## src/rtl/sync_sep_pkg.sv

```systemverilog
// Shared types and default 24 MHz PAL timing for the composite sync separator.
package sync_sep_pkg;

  localparam int TMR_W = 16;

  localparam int PAL_HSYNC_CYC     = 113;
  localparam int PAL_VSYNC_MIN_CYC = 240;
  localparam int PAL_LINE_CYC      = 1536;
  localparam int PAL_GUARD_CYC     = 64;

  typedef enum logic [1:0] {
    SEARCH = 2'd0,
    SYNC   = 2'd1,
    PORCH  = 2'd2,
    ACTIVE = 2'd3
  } state_t;

endpackage

```

## src/rtl/sync_deglitch.sv

```systemverilog
// Sync-tip comparator with a saturating up/down hysteresis counter.
module sync_deglitch #(
  parameter int DATA_W   = 6,
  parameter int THRESH   = 10,
  parameter int DEGLITCH = 8
) (
  input  logic              clk,
  input  logic              reset_n,
  input  logic              ce,
  input  logic [DATA_W-1:0] cvbs,
  output logic              sync_lvl
);

  localparam int CNT_W = $clog2(DEGLITCH + 1);
  localparam logic [CNT_W-1:0]  CNT_MAX = CNT_W'(DEGLITCH);
  localparam logic [DATA_W-1:0] THR     = DATA_W'(THRESH);

  logic [CNT_W-1:0] cnt_q;
  logic [CNT_W-1:0] cnt_d;
  logic             low;

  assign low = (cvbs < THR);

  // Counter moves one step toward the comparator result, clamped to 0..DEGLITCH.
  always_comb begin
    cnt_d = cnt_q;
    if (low && (cnt_q != CNT_MAX)) begin
      cnt_d = cnt_q + CNT_W'(1);
    end else if (!low && (cnt_q != '0)) begin
      cnt_d = cnt_q - CNT_W'(1);
    end
  end

  // sync_lvl only flips at the counter extremes, so short glitches never toggle it.
  always_ff @(posedge clk or negedge reset_n) begin
    if (!reset_n) begin
      cnt_q    <= '0;
      sync_lvl <= 1'b0;
    end else if (ce) begin
      cnt_q <= cnt_d;
      if (cnt_d == CNT_MAX) begin
        sync_lvl <= 1'b1;
      end else if (cnt_d == '0) begin
        sync_lvl <= 1'b0;
      end
    end
  end

endmodule

```

## src/rtl/sync_separator.sv

```systemverilog
// Composite-video sync separator: hsync/vsync, back-porch black level, line lock.
//
// state  | meaning
// SEARCH | waiting for a sync_lvl rise, line timeout armed
// SYNC   | inside a sync pulse, measuring its width
// PORCH  | averaging 2^BL_SHIFT back-porch samples
// ACTIVE | active video, sync_lvl ignored until the lock window opens
module sync_separator
  import sync_sep_pkg::*;
#(
  parameter int DATA_W        = 6,
  parameter int THRESH        = 10,
  parameter int DEGLITCH      = 8,
  parameter int HSYNC_CYC     = PAL_HSYNC_CYC,
  parameter int VSYNC_MIN_CYC = PAL_VSYNC_MIN_CYC,
  parameter int BROAD_CNT     = 3,
  parameter int LINE_CYC      = PAL_LINE_CYC,
  parameter int GUARD_CYC     = PAL_GUARD_CYC,
  parameter int BL_SHIFT      = 7,
  parameter int LOCK_LINES    = 4
) (
  input  logic              clk,
  input  logic              reset_n,
  input  logic              ce,
  input  logic [DATA_W-1:0] cvbs,
  output logic              hsync_n,
  output logic              vsync_n,
  output logic [DATA_W-1:0] blacklevel,
  output logic              locked,
  output logic              error
);

  localparam int ACC_W = DATA_W + BL_SHIFT;
  localparam int LK_W  = $clog2(LOCK_LINES + 1);
  localparam int BR_W  = $clog2(BROAD_CNT + 1);

  localparam logic [TMR_W-1:0] WIN_LO    = TMR_W'(LINE_CYC - GUARD_CYC);
  localparam logic [TMR_W-1:0] WIN_HI    = TMR_W'(LINE_CYC + GUARD_CYC);
  localparam logic [TMR_W-1:0] LINE_END  = TMR_W'(LINE_CYC);
  localparam logic [TMR_W-1:0] HS_LOAD   = TMR_W'(HSYNC_CYC);
  localparam logic [TMR_W-1:0] BROAD_MIN = TMR_W'(VSYNC_MIN_CYC);
  localparam logic [LK_W-1:0]  LOCK_MAX  = LK_W'(LOCK_LINES);
  localparam logic [LK_W-1:0]  LOCK_PRE  = LK_W'(LOCK_LINES - 1);
  localparam logic [BR_W-1:0]  BROAD_MAX = BR_W'(BROAD_CNT);
  localparam logic [BR_W-1:0]  BROAD_PRE = BR_W'(BROAD_CNT - 1);

  state_t state_q, state_d;

  logic               sync_lvl, sync_lvl_d, rise;
  logic [TMR_W-1:0]   line_tmr, width, hs_tmr;
  logic [LK_W-1:0]    lock_cnt;
  logic [BR_W-1:0]    broad_cnt;
  logic [ACC_W-1:0]   accu, acc_sum;
  logic [BL_SHIFT-1:0] n_cnt;
  logic               first_edge;
  logic               in_window, is_broad;
  logic               acc_rise, search_tout, sync_tout, pulse_end, porch_last, porch_step;

  sync_deglitch #(
    .DATA_W  (DATA_W),
    .THRESH  (THRESH),
    .DEGLITCH(DEGLITCH)
  ) u_deglitch (
    .clk     (clk),
    .reset_n (reset_n),
    .ce      (ce),
    .cvbs    (cvbs),
    .sync_lvl(sync_lvl)
  );

  assign rise      = sync_lvl & ~sync_lvl_d;
  assign in_window = (line_tmr >= WIN_LO) && (line_tmr <= WIN_HI);
  assign is_broad  = (width >= BROAD_MIN);
  assign acc_sum   = accu + ACC_W'(cvbs);

  // State register.
  always_ff @(posedge clk or negedge reset_n) begin
    if (!reset_n) state_q <= SEARCH;
    else          state_q <= state_d;
  end

  // Next state and per-cycle event strobes; a rise in SEARCH beats a timeout.
  always_comb begin
    state_d     = state_q;
    acc_rise    = 1'b0;
    search_tout = 1'b0;
    sync_tout   = 1'b0;
    pulse_end   = 1'b0;
    porch_last  = 1'b0;
    porch_step  = 1'b0;
    if (ce) begin
      case (state_q)
        SEARCH: begin
          if (rise) begin
            acc_rise = 1'b1;
            state_d  = SYNC;
          end else if (line_tmr == WIN_HI) begin
            search_tout = 1'b1;
          end
        end
        SYNC: begin
          if (!sync_lvl) begin
            pulse_end = 1'b1;
            state_d   = is_broad ? ACTIVE : PORCH;
          end else if (line_tmr == LINE_END) begin
            sync_tout = 1'b1;
            state_d   = SEARCH;
          end
        end
        PORCH: begin
          if (rise) begin
            state_d = ACTIVE;
          end else begin
            porch_step = 1'b1;
            if (n_cnt == '1) begin
              porch_last = 1'b1;
              state_d    = ACTIVE;
            end
          end
        end
        ACTIVE: begin
          if (line_tmr >= WIN_LO) state_d = SEARCH;
        end
        default: state_d = SEARCH;
      endcase
    end
  end

  // Timers, lock/broad counters, porch accumulator and registered outputs.
  always_ff @(posedge clk or negedge reset_n) begin
    if (!reset_n) begin
      sync_lvl_d <= 1'b0;
      line_tmr   <= '0;
      width      <= '0;
      hs_tmr     <= '0;
      lock_cnt   <= '0;
      broad_cnt  <= '0;
      accu       <= '0;
      n_cnt      <= '0;
      first_edge <= 1'b1;
      hsync_n    <= 1'b1;
      vsync_n    <= 1'b1;
      blacklevel <= '0;
      locked     <= 1'b0;
      error      <= 1'b0;
    end else begin
      error <= 1'b0;
      if (ce) begin
        sync_lvl_d <= sync_lvl;

        if (acc_rise || search_tout) line_tmr <= '0;
        else if (line_tmr != '1)     line_tmr <= line_tmr + TMR_W'(1);

        if (acc_rise) begin
          hs_tmr  <= HS_LOAD;
          hsync_n <= 1'b0;
        end else if (hs_tmr != '0) begin
          hs_tmr <= hs_tmr - TMR_W'(1);
          if (hs_tmr == TMR_W'(1)) hsync_n <= 1'b1;
        end

        if (acc_rise) width <= '0;
        else if ((state_q == SYNC) && sync_lvl && (width != '1)) width <= width + TMR_W'(1);

        if (acc_rise) begin
          first_edge <= 1'b0;
          if (!first_edge) begin
            if (in_window) begin
              if (lock_cnt != LOCK_MAX) lock_cnt <= lock_cnt + LK_W'(1);
              if (lock_cnt == LOCK_PRE) locked <= 1'b1;
            end else begin
              error    <= 1'b1;
              lock_cnt <= '0;
              locked   <= 1'b0;
            end
          end
        end

        if (search_tout) begin
          error    <= 1'b1;
          lock_cnt <= '0;
          locked   <= 1'b0;
        end
        if (sync_tout) error <= 1'b1;

        if (pulse_end) begin
          if (is_broad) begin
            if (broad_cnt != BROAD_MAX) broad_cnt <= broad_cnt + BR_W'(1);
            if (broad_cnt >= BROAD_PRE) vsync_n <= 1'b0;
          end else begin
            broad_cnt <= '0;
            vsync_n   <= 1'b1;
            accu      <= '0;
            n_cnt     <= '0;
          end
        end

        if (porch_step) begin
          accu  <= acc_sum;
          n_cnt <= n_cnt + BL_SHIFT'(1);
          if (porch_last) blacklevel <= acc_sum[ACC_W-1:BL_SHIFT];
        end
      end
    end
  end

endmodule

```

## config.mk

```make
export PLATFORM = sky130hd
export DESIGN_NAME = sync_separator
export DESIGN_NICKNAME = d
export VERILOG_FILES = /design/src/rtl/sync_sep_pkg.sv /design/src/rtl/sync_deglitch.sv /design/src/rtl/sync_separator.sv
export SDC_FILE = /design/constraint.sdc
export NUM_CORES = 1
export LEC_CHECK = 0
export ABC_CLOCK_PERIOD_IN_PS = 4400
export CAP_MARGIN = 20
export CELL_PAD_IN_SITES_DETAIL_PLACEMENT = 1
export CELL_PAD_IN_SITES_GLOBAL_PLACEMENT = 1
export CORE_AREA = 2 2 113 143
export DETAILED_ROUTE_END_ITERATION = 7
export DIE_AREA = 0 0 115 145
export DONT_BUFFER_PORTS = 1
export PLACE_DENSITY_LB_ADDON = 0.15
export SLEW_MARGIN = 40
export SYNTH_ARGS = -nofsm -noshare
export SYNTH_HDL_FRONTEND = slang
export SYNTH_SLANG_ARGS = --single-unit
```

## constraint.sdc

```tcl
create_clock -name clk -period 4.4 [get_ports clk]
set_input_delay 0.44 -clock clk [delete_from_list [all_inputs] [get_ports clk]]
set_output_delay 0.44 -clock clk [all_outputs]
set_load 0.01 [all_outputs]
```

* Word level (Yosys, flattened, before mapping) *
Cells that the tools add are included.

word-level totals
  output and inout port bits = 10
  logic and storage cells = 156
  flip-flop bits (word level) = 92
  bits of input ports = 9

cells by class
  equal/unequal tests = 24
  $add $sub $neg = 9
  reductions and logical operators = 31
  bitwise operators = 2
  multiplexer cells = 68
  magnitude comparators = 5

operator list
  cell                                                                      number
  16-bit two-way mux                                                        6
  1-bit two-way mux                                                         40
  13-bit two-way mux                                                        3
  16-bit by 1-bit adder with 16-bit output (second input constant)          2
  16-bit by 11-bit equality test with 1-bit output (second input constant)  2
  16-bit != test (second input constant)                                    2
  7-bit two-way mux                                                         3
  16-bit by 1-bit equality test with 1-bit output (second input constant)   1
  16-bit by 11-bit >= comparator with 1-bit output (second input constant)  1
  16-bit by 8-bit >= comparator with 1-bit output (second input constant)   1
  16-bit by 11-bit <= comparator with 1-bit output (second input constant)  1
  2-bit two-way mux                                                         8
  16-bit nonzero test                                                       1
  16-bit by 1-bit subtractor with 16-bit output (second input constant)     1
  3-bit two-way mux                                                         5
  3-bit AND reduction                                                       5
  2-bit nonzero test                                                        7
  13-bit by 6-bit adder with 13-bit output                                  1
  2-bit AND reduction                                                       5
  3-bit != test (second input constant)                                     3
  4-bit two-way mux                                                         2
  2-bit by 1-bit != test with 1-bit output (second input constant)          4
  2-bit one-hot mux with 4 select lines                                     1
  4-bit AND reduction                                                       2
  24 further kinds                                                          32

* Depth between registers and ports, before layout *
  word-level depth = 9
  depth in mapped cells = 9
  mapped depth without buffers = 9

* Modules after synthesis *
Synthesis repeated with hierarchy kept, for this count alone.

second synthesis, totals
  cells, all modules = 606
  area, all modules = 5510.3 um^2

modules (own cells, without submodules)
  module          cells each  sequential area each (um^2)  instances  area an instance (um^2)
  sync_separator  549         2180.8                       1          5029.8
  sync_deglitch   57          125.1                        1          480.5

* Least setup slack after synthesis *
Ideal clock, no wire load.

  kind = flip-flop to flip-flop
  start point = register hs_tmr[11]
  end point = register hs_tmr[12]
  library setup time = 0.119 ns
  cell stages (with the launch flop) = 8
  period minus slack after synthesis = 2.279 ns
  arrival time = 2.160 ns
  path slack = 2.121 ns
  path buffers = 1
  required time = 4.281 ns
  cell sequence = dfrtp_1 -> or4_4 -> or4_4 -> o31ai_4 -> buf_6 -> nor4_1 -> xnor2_1 -> nor2_1

between the ends
  cells in the longest elaborated chain, start to end = 3
  elaborated cells between the ends (all ways) = 6
  those cells by class = add/sub: 1; mux: 2; reduce/logical: 3

RTL lines
  what                                                                                         RTL line                                      RTL
  from (decl)                                                                                  sync_separator.sv:50                          logic [TMR_W-1:0] line_tmr, width, hs_tmr;
  from (signal assigned)                                                                       sync_separator.sv:158                         hs_tmr <= hs_tmr - TMR_W'(1);
  16-bit by 1-bit subtractor with 16-bit output / 16-bit nonzero test (equally long branches)  sync_separator.sv:158, sync_separator.sv:157
  16-bit two-way mux / 2-bit nonzero test (equally long branches)                              n/a
  16-bit two-way mux / 2-bit AND reduction (equally long branches)                             n/a

Several ways; a longest one is shown, not always the timed one. The select of a mux whose other input is x is not followed.
A chain may end at the register's enable or synchronous reset.

* Final worst setup path *
  start point = register hs_tmr[4]
  end point = register hs_tmr[4]

Same word-level chain as after synthesis.

==> results.py <==
metrics = {
    "sta": {
        "rsz0062_at_grt": "no",
        "finalCriticalPeriod_ps": 2600,
        "skew_ps": 11.5,
        "fmax_mhz": 385,
        "worst_slew_pin_slew_ps": 817,
        "finalSetupTns_ps": 0,
        "finalSetupViolCount": 0,
        "fin_crit_sh": 0.590,
        "drv_slew": 0,
        "slew_headroom": 0.450,
        "hold_viol": 0,
    },
    "setup_path": {
        "path_class": "flop to flop",
        "crit_fanout": 15,
        "reg2reg_to": "hs_tmr[4]$_DFFE_PN0P_",
        "worstRegToRegCells": 6,
        "ff2ff_setup_slack_ps": 1800,
        "crit_path_end_kind": "flop",
        "cp.arrival_ps": 2820,
        "start_kind": "flop",
        "required_ps": 4630,
        "r2r-start": "hs_tmr[4]$_DFFE_PN0P_",
    },
    "clock_network": {
        "cts_max_level": 3,
        "cts_resized": 0,
        "numClockSinks": 92,
        "clock_path_buffers": 2,
        "cts-root-buf": "clkbuf_16",
        "clkLatencyLatePin_ps": 360,
        "cts-buffers-inserted": 9,
        "cts_tree": "built",
        "clk_pin_slew_ps": 70,
    },
    "grt": {
        "grt_pass1_wl_um": 22200,
        "met2_usage": 0.284,
        "grt.busiest_layer": "met2",
        "grt-ovfl-total": 0,
        "grt_use_total": 0.164,
        "grt_start_max_net_pins": 93,
        "gr-usage-met3": 0.0230,
        "antenna_found_initial": 0,
        "grt_pass1_vias": 4563,
        "grt.met1_usage": 0.199,
    },
    "die": {
        "core_area_sq_um": 15300,
        "die_area_sq_um": 16700,
        "die_h_um": 145,
        "die_w_um": 115,
        "ios": 19,
        "initial_utilization": 0.343,
        "row_count": 51,
    },
    "power_and_ir_drop": {
        "powerDensity_nw_per_um2": 484,
        "finalPower_mw": 2.78,
        "max-vdd-ir-drop_mv": 0.208,
        "p_leak_nw": 2.50,
    },
    "detailed_routing": {
        "num_vias": 4206,
        "drt_first_pass_iters": 4,
        "routed_wl_um": 12800,
        "postRouteAntennaNets": 0,
        "first_iter_violations": 169,
        "drc": 0,
        "via_per_inst": 5.52,
        "wl_per_cell_um": 16.9,
    },
    "logic_synthesis": {
        "ys_ff_latch": 92,
        "synthArstFlopShare": 1.00,
        "synth_edf_count": 0,
        "syn_area_sq_um": 5260,
        "yosysWarnings": 0,
        "ys_seq_area_frac": 0.438,
        "synthTopCellsByArea": "dfrtp_1 (42%), ha_1 (4.8%), nor2_1 (4.6%), o21ai_0 (4.3%), xor2_1 (4.0%)",
        "ys_types": 54,
        "postSynthCellCount": 581,
        "synth.avg_cell_area_sq_um": 9.05,
        "yosysTopAreaCell": "dfrtp_1",
        "synth_top_area_frac": 0.424,
        "synth_common_cells": "dfrtp_1 (89), nor2_1 (65), nand2_1 (54), o21ai_0 (45), nand3_1 (28)",
        "synth_fp_nets": 611,
        "synth-main-ff-cell": "dfrtp_1",
        "synth_most_common_cell": "dfrtp_1",
    },
    "place": {
        "dp_hpwl_um": 8830,
        "io_buffers": 0,
        "routabilityCongestion": 0.792,
        "postPlaceCellArea_sq_um": 5380,
    },
    "finish": {
        "insertedDiodeCount": 0,
        "finish.instance_area_sq_um": 5750,
        "finalCoreUtilization": 0.375,
        "multiInputGateArea_sq_um": 2770,
        "nets": 602,
        "drive_gt1_frac": 0.0832,
        "syn_to_final_growth_pct": 9.30,
        "seq_area_sq_um": 2310,
        "fillers": 1789,
    },
    "min_path": {
        "hold_class": "input port to async pin",
    },
    "flow_run": {
        "maxCapViolations": 0,
    },
    "status": {
        "status": "complete, no violations",
    },
}
-- through the flow --
stage	instances	hold slack, ps	worst slack (ps)
floorplan	581	144	2120
global placement	745	151	1880
global route	762	48.1	1580
detailed placement	745	149	1820
finish	762	14.9	1800
CTS	762	32.8	1770
-- worst max-delay path by stage --
stage                                       from                endpoint  slack [ps]  cells after the start
final                      hs_tmr[4]$_DFFE_PN0P_   hs_tmr[4]$_DFFE_PN0P_        1800                      6
after global routing       hs_tmr[4]$_DFFE_PN0P_   hs_tmr[4]$_DFFE_PN0P_        1580                      6
after CTS                  hs_tmr[4]$_DFFE_PN0P_   hs_tmr[4]$_DFFE_PN0P_        1770                      6
after detailed placement  hs_tmr[11]$_DFFE_PN0P_   hs_tmr[4]$_DFFE_PN0P_        1820                      6
after global placement    hs_tmr[11]$_DFFE_PN0P_   hs_tmr[5]$_DFFE_PN0P_        1880                      6
after floorplan           hs_tmr[11]$_DFFE_PN0P_  hs_tmr[12]$_DFFE_PN0P_        2120                      7
-- placed cells by master, fill, tap and decap left out, drive strengths merged, types with 3 or more instances in the layout --
master	instances
and3	17
o22ai	3
ha	20
xor2	24
nor3	17
and2	6
a21oi	26
nor2b	5
o31ai	11
nand2	54
mux2	4
xnor2	21
a22o	6
or3	8
a21o	3
o21ai	45
nand4	16
inv	25
a31oi	12
dfrtp	89
nor2	65
nand2b	3
o211ai	3
or4	3
dfstp	3
nor4	14
nand3	28
or2	8
clkbuf	10
-- sequential cells by signal, indices dropped and copies added, names as in the netlist, named ones only --
| name | cells |
|---|---|
| width | 16 |
| line_tmr | 16 |
| error | 1 |
| u_deglitch.sync_lvl | 1 |
| blacklevel | 6 |
| n_cnt | 7 |
| hsync_n | 1 |
| u_deglitch.cnt_q | 4 |
| vsync_n | 1 |
| locked | 1 |
| first_edge | 1 |
| state_q | 1 |
| accu | 13 |
| hs_tmr | 16 |
| lock_cnt | 3 |
| broad_cnt | 2 |
| sync_lvl_d | 1 |
-- final cells by class --
type                       instances  share of cell area
inverter                          22              0.0144
multi-input combinational        445               0.482
timing repair buffer               2             0.00609
tap                              185              0.0403
clock buffer                      10              0.0398
clock inverter                     6              0.0165
sequential                        92               0.401
-- where the power goes --
group | total (mW) | switching (mW) | internal, mW
Combinational | 0.711 | 0.380 | 0.331
Clock | 0.860 | 0.354 | 0.506
Sequential | 1.21 | 0.197 | 1.02
-- metal layers --
metal	wire length (um)	vias to the layer above	share of wire
met5	0	-	0
met4	323	0	0.025
met3	256	17	0.020
met2	6530	31	0.51
met1	5740	2126	0.45
li1	-	2032	-
-- timing repair --
action	in CTS	in global routing
endpoints found under the hold margin	92	0
buffers inserted	0	0
hold buffers	1	0
-- cell families (layout without fill, tap and decap cells) --
kind of cell             Yosys count  in the layout  share of synthesized area
AND/OR/NAND/NOR                  250            250                      0.239
flip-flops                        92             92                      0.438
adder cells (fa/ha/maj)           21             21                     0.0514
XOR/XNOR                          45             45                     0.0749
buffers and inverters             44             40                     0.0383
AO/OA/AOI/OAI                    123            123                      0.146
multiplexers                       6              6                     0.0124
-- worst max-delay path, stage by stage, from the launching register on --
cell and delay (ps):
dfrtp_1 410, nor4_1 720, nand2_1 360, o31ai_4 590
nor4b_1 150, xnor2_1 170, nand2_1 70
(Power assumes the default switching activity.)
